**src/rtl/systolic_feeder.sv**
```systemverilog
// systolic_feeder: skews input vectors into per-row delay chains for a systolic PE array.
// Row i sees element i after i+1 advances; a block end triggers N-1 zero-fill flush advances.
module systolic_feeder #(
  parameter int WIDTH = 8,
  parameter int N     = 4
) (
  input  logic               clk,
  input  logic               rst_n,
  input  logic [N*WIDTH-1:0] s_data,
  input  logic               s_valid,
  input  logic               s_last,
  output logic               s_ready,
  input  logic               m_ready,
  output logic [N*WIDTH-1:0] a_out,
  output logic               a_valid,
  output logic               done,
  output logic [15:0]        vec_cnt
);
  localparam int FW = (N > 2) ? $clog2(N) : 1;
  typedef enum logic [1:0] {IDLE, STREAM, FLUSH} state_t;
  state_t state_q, state_d;
  logic [FW-1:0] fcnt_q, fcnt_d;
  logic [15:0] vec_cnt_q, vec_cnt_d;
  logic a_valid_q, a_valid_d, done_q, done_d;
  logic accept, flush_adv, advance, last_flush;
  assign s_ready    = m_ready && (state_q != FLUSH);
  assign accept     = s_valid && s_ready;
  assign flush_adv  = (state_q == FLUSH) && m_ready;
  assign advance    = accept || flush_adv;
  assign last_flush = flush_adv && (fcnt_q == FW'(N-2));
  always_comb begin
    state_d   = accept ? (s_last ? FLUSH : STREAM) : last_flush ? IDLE : state_q;
    fcnt_d    = last_flush ? '0 : flush_adv ? fcnt_q + FW'(1) : fcnt_q;
    vec_cnt_d = !accept ? vec_cnt_q : (state_q == IDLE) ? 16'd1 :
                (vec_cnt_q == 16'hFFFF) ? vec_cnt_q : vec_cnt_q + 16'd1;
    a_valid_d = advance;
    done_d    = last_flush;
  end
  always_ff @(posedge clk or negedge rst_n) begin
    if (!rst_n) begin
      state_q   <= IDLE;
      fcnt_q    <= '0;
      vec_cnt_q <= '0;
      a_valid_q <= 1'b0;
      done_q    <= 1'b0;
    end else begin
      state_q   <= state_d;
      fcnt_q    <= fcnt_d;
      vec_cnt_q <= vec_cnt_d;
      a_valid_q <= a_valid_d;
      done_q    <= done_d;
    end
  end
  assign a_valid = a_valid_q;
  assign done    = done_q;
  assign vec_cnt = vec_cnt_q;
  // Row i is a chain of i+1 registers; flush advances shift zeros in behind the data.
  for (genvar i = 0; i < N; i++) begin : g_row
    logic [WIDTH-1:0] row_q [i+1];
    logic [WIDTH-1:0] row_d [i+1];
    logic [WIDTH-1:0] head;
    assign head = accept ? s_data[i*WIDTH +: WIDTH] : '0;
    always_comb begin
      row_d[0] = advance ? head : row_q[0];
      for (int j = 1; j <= i; j++) row_d[j] = advance ? row_q[j-1] : row_q[j];
    end
    always_ff @(posedge clk or negedge rst_n) begin
      if (!rst_n) begin
        for (int j = 0; j <= i; j++) row_q[j] <= '0;
      end else begin
        row_q <= row_d;
      end
    end
    assign a_out[i*WIDTH +: WIDTH] = row_q[i];
  end
endmodule

```
**config.mk**
```make
export PLATFORM = sky130hd
export DESIGN_NAME = systolic_feeder
export DESIGN_NICKNAME = d
export VERILOG_FILES = /design/src/rtl/systolic_feeder.sv
export SDC_FILE = /design/constraint.sdc
export NUM_CORES = 1
export LEC_CHECK = 0
export CORE_ASPECT_RATIO = 0.6
export CORE_MARGIN = 2
export CORE_UTILIZATION = 47
export DETAILED_ROUTE_END_ITERATION = 10
export GPL_ROUTABILITY_DRIVEN = 0
export GPL_TIMING_DRIVEN = 1
export PLACE_DENSITY = 0.75
export SLEW_MARGIN = 15
export SYNTH_ARGS = -nofsm -noshare
export SYNTH_HDL_FRONTEND = slang
export SYNTH_SLANG_ARGS = --single-unit
```
**constraint.sdc**
```tcl
create_clock -name clk -period 1.8 [get_ports clk]
set_clock_uncertainty 0.05 [all_clocks]
set_input_delay 0.27 -clock clk [delete_from_list [all_inputs] [get_ports clk]]
set_output_delay 0.27 -clock clk [all_outputs]
set_load 0.005 [all_outputs]
```
==> reports/results.env <==
MAX-CLOCK-PATH-BUFFERS=2
SYNTH.AREA.MUX_SHARE_PCT=12.7
CTS-BUFFERS-INSERTED=9
CELLS_ON_WORST_HOLD_PATH=3
WORST_HOLD_SLACK_PS=404
WORST-R2R-CELL-COUNT=5
MAX_STAGE_DELAY_CELL_WORST_PATH='sky130_fd_sc_hd__or4_4'
CRITPATHMAXSTAGEDELAY_PS=530
SETUP_VIOLATIONS=1
HORIZONTAL_DIE_DIMENSION_MICRONS=130
SYNTH_AREA_SQ_UM=4490
WORST_SLEW_PIN_SLEW_PS=529
SLEW_HEADROOM_PCT=64.7
WORSTSETUPPATHTYPE='reg -> reg'
YOSYS-TOP-CELLS-AREA='sky130_fd_sc_hd__dfrtp_1 (57%), sky130_fd_sc_hd__mux2_2 (12%), sky130_fd_sc_hd__nand2_1 (7.0%)'
TIMING.CRITICAL_PATH.TO_TYPE='register'
WORSTPATHREQUIRED_PS=2020
FIN_NETS=551
STATIC-LEAKAGE-POWER_nW=2.79
FINAL-HOLD-VIOLATION-COUNT=0
ANTENNA-DIODE-COUNT=0
RSZ0062_AT_GRT='yes'
YOSYS.CELL_TYPES.COUNT=47
DR.FIRST_ITER.DRC_COUNT=260
DOMINANT_COMBINATIONAL_CELL_FAMILY_BY_AREA_AFTER_SYNTHESIS='simple AND/OR/NAND/NOR gates'
YOSYS_MOST_USED_DFF='sky130_fd_sc_hd__dfrtp_1'
IO_PINS=88
GRT_OVERFLOW_TOTAL=0
WORST-ENDPOINT-ARRIVAL_PS=2100
SYNTHDOMINANTCELLAREASHARE_PCT=56.8
VIOLATED_CHECKS='setup timing'
COREAREA_SQ_UM=9220
XOR_XNOR_CELL_AREA_SHARE_OF_THE_YOSYS_NETLIST_PCT=0
DETAILROUTE.VIA_COUNT=3394
FINAL_CRITICAL_PATH_SETUP_SLACK_PS=-72.8
CLOCK_TREE_FROM_TRITONCTS='done'
NUMBER_OF_GLOBAL_ROUTE_VIAS_BEFORE_REPAIR=3325
VIAS_PER_CELL=5.24
DIE_H_MICRONS=79.7
SYNTH_SEQUENTIAL_AREA_RATIO_PCT=56.8
FINALCRITICALPERIOD_PS=1870
SHARE_OF_LAYOUT_CELLS_ABOVE_DRIVE_STRENGTH_1_PCT=24.7
DRV_SLEW=0
ANTENNA_VIOLATIONS_BEFORE_REPAIR=0
CRIT_CHAIN='ha_4 > nand3_4 > or4_4 > or4_1 > nand3_1'
SYNTH_FA_HA_AREA_SHARE_PCT=0.279
WL_PER_CELL_MICRONS=16.3
AREAGROWTHSYNTHTOFINISH_PCT=34.4
ANTENNA_VIOLATING_NETS_POST_ROUTE=0
SYNTH_COMMONEST_CELLS='sky130_fd_sc_hd__dfrtp_1 (102), sky130_fd_sc_hd__nand2_1 (84), sky130_fd_sc_hd__mux2_2 (49), sky130_fd_sc_hd__nand3_1 (43), sky130_fd_sc_hd__buf_4 (26)'
SIMPLE_GATE_SHARE_OF_THE_SYNTHESIZED_AREA_PCT=17.8
COMPOUND_GATE_FRACTION_OF_SYNTH_AREA_PCT=5.46
BUFFER_PORTS.INSERTED=87
CTS.HTREE.LEVELS=3
GRT_PASS1_WL_MICRONS=16700
DESIGN.DIE.AREA_SQ_UM=10400
SYNTHMOSTINSTANTIATEDCELL='sky130_fd_sc_hd__dfrtp_1'
CTS.REPORTEDPATHS.CLKPINSLEW_PS=70
FINAL.SETUP.TNS_PS=-72.8
SYNTH_ASYNC_SR_FLOP_SHARE_PCT=100
CRIT_PATH_MAX_FANOUT=3
YOSYS.AREA.TOP_TYPE='sky130_fd_sc_hd__dfrtp_1'
GRT_USE_TOTAL_PCT=21.1
FINALCRITPERIODSHARE_PCT=104
SYNTH_NETS=450
POST_SYNTH_EDFFS=0
YS_SEQ_ELEMENTS=102
CLOCK-SINKS=102
P_PER_AREA_nW_PER_UM2=1260
SYNTHESIS.INSTANCES=412
FINAL_UTIL_PCT=65.5
POST_SYNTH.CELL_AREA_AVG_SQ_UM=10.9
START_UTIL_PCT=48.7
MIN-DELAY-PATH-CLASS='in -> reg'
IR_WORST_VDD_mV=0.586
DRC_ERRORS=0
DRT_FIRST_PASS_ITERS=4
SETUP.WORST_PATH.START_CLASS='register'
MAX_CAP_VIOLATIONS=0
POST-LAYOUT-TOTAL-POWER_W=0.00764
DETAIL_ROUTE.WIRELENGTH_MICRONS=10600
MAXIMUM_CLOCK_FREQUENCY_MHz=534
CLK_ROOT_BUFFER_CELL='sky130_fd_sc_hd__clkbuf_16'
INSERTION_DELAY_PS=340
GRT_START_MAX_NET_PINS=103
RUN_STATUS='finished with violations'
DETAILED_PLACE_HPWL_MICRONS=6930
STD_CELL_ROWS=27
YOSYSWARNINGCOUNT=0
## placed cells by master (no fill, tap or decap), types with 2 or more instances in the layout
cell	netlist	final
sky130_fd_sc_hd__nor2_1	6	6
sky130_fd_sc_hd__nand4_1	2	2
sky130_fd_sc_hd__clkdlybuf4s50_1	0	85
sky130_fd_sc_hd__buf_6	0	5
sky130_fd_sc_hd__clkbuf_16	0	9
sky130_fd_sc_hd__nand3_1	43	42
sky130_fd_sc_hd__clkinv_2	0	2
sky130_fd_sc_hd__buf_12	0	4
sky130_fd_sc_hd__nor4_4	0	2
sky130_fd_sc_hd__or4_1	4	3
sky130_fd_sc_hd__nand2b_1	3	3
sky130_fd_sc_hd__o22ai_1	5	5
sky130_fd_sc_hd__dfrtp_1	102	102
sky130_fd_sc_hd__a211oi_1	5	5
sky130_fd_sc_hd__a2bb2oi_1	4	4
sky130_fd_sc_hd__o21ai_0	4	3
sky130_fd_sc_hd__a22oi_1	2	2
sky130_fd_sc_hd__nor4_1	5	3
sky130_fd_sc_hd__nand2_1	84	84
sky130_fd_sc_hd__mux2_2	49	49
sky130_fd_sc_hd__and3_1	4	4
sky130_fd_sc_hd__inv_1	9	9
sky130_fd_sc_hd__and2_1	5	4
sky130_fd_sc_hd__clkbuf_1	11	3
sky130_fd_sc_hd__buf_4	26	38
sky130_fd_sc_hd__nor3_1	3	2
sky130_fd_sc_hd__mux2i_1	2	2
## metrics by stage
step | cells | worst slack [ps] | cell area (sq um)
final | 648 | -72.8 | 6040
after global routing | 648 | -118 | 6040
after CTS | 645 | -72.3 | 5940
after detailed placement | 622 | -97.6 | 5590
after global placement | 622 | -83.1 | 5590
after floorplan | 412 | -95.4 | 4490
## state kept, by name, indices dropped and copies added (netlist names)
register     count
g_row.row_q     56
a_valid          1
vec_cnt         16
state_q          2
done             1
fcnt_q           2
a_out           24
## worst max-delay path, delay by kind of cell, from the launching register on
kind          cells  cell delay [ps]
fa+ha+maj         1              170
flops             1              390
simple gates      4             1180
## final timing paths
| path | start | end | slack [ps] |
|---|---|---|---|
| min in group asynchronous | rst_n | a_out[28]$_DFFE_PN0P_ | 490 |
| max in group asynchronous | rst_n | g_row[0].row_q[6]$_DFFE_PN0P_ | 820 |
| setup reg to reg | vec_cnt[0]$_DFFE_PN0P_ | vec_cnt[12]$_DFFE_PN0P_ | -70 |
| setup / recovery | vec_cnt[0]$_DFFE_PN0P_ | vec_cnt[12]$_DFFE_PN0P_ | -70 |
| hold / removal | s_data[13] | g_row[1].row_q[13]$_DFFE_PN0P_ | 400 |
| hold reg to reg | g_row[2].row_q[22]$_DFFE_PN0P_ | g_row[2].row_q[22]$_DFFE_PN0P_ | 440 |
## per-layer routing
layer  track usage (%)  up-vias  wire length [microns]
met5                 0        -                      0
met3              6.30       12                    621
met4              5.27        0                    119
met1              30.4     1661                   5020
li1                  -     1614                      -
met2              31.5      107                   4790
## logic make-up (layout without fill, tap and decap cells)
logic type / count (synthesis) / in the layout
adder cells (fa/ha/maj): 1 / 1
AO/OA/AOI/OAI: 34 / 34
buffers and inverters: 55 / 161
flip-flops: 102 / 102
AND/OR/NAND/NOR: 169 / 169
multiplexers: 51 / 51
## report_power, final
group          total [W]  switching, W  internal [W]
Sequential       0.00346      0.000441       0.00302
Clock            0.00178      0.000807      0.000978
Combinational    0.00239      0.000895       0.00149
## timing repair
| item | in CTS | in global routing |
|---|---|---|
| setup endpoints to repair | 6 | 46 |
| gates cloned | 0 | 1 |
| hold buffers | 1 | 0 |
| endpoints found under the hold margin | 102 | 0 |
| setup buffers | 6 | 2 |
| pin swaps | 3 | 1 |
| resized for setup | 6 | 18 |
## final cells by class
type / count / area [sq um]
Clock inverter: 3 / 18.8
Fill cell: 733 / 3180
Clock buffer: 13 / 250
Tap cell: 130 / 163
Sequential cell: 102 / 2550
Timing Repair Buffer: 135 / 1300
Inverter: 10 / 37.5
Multi-Input combinational cell: 255 / 1720
(Power assumes the default switching activity.)
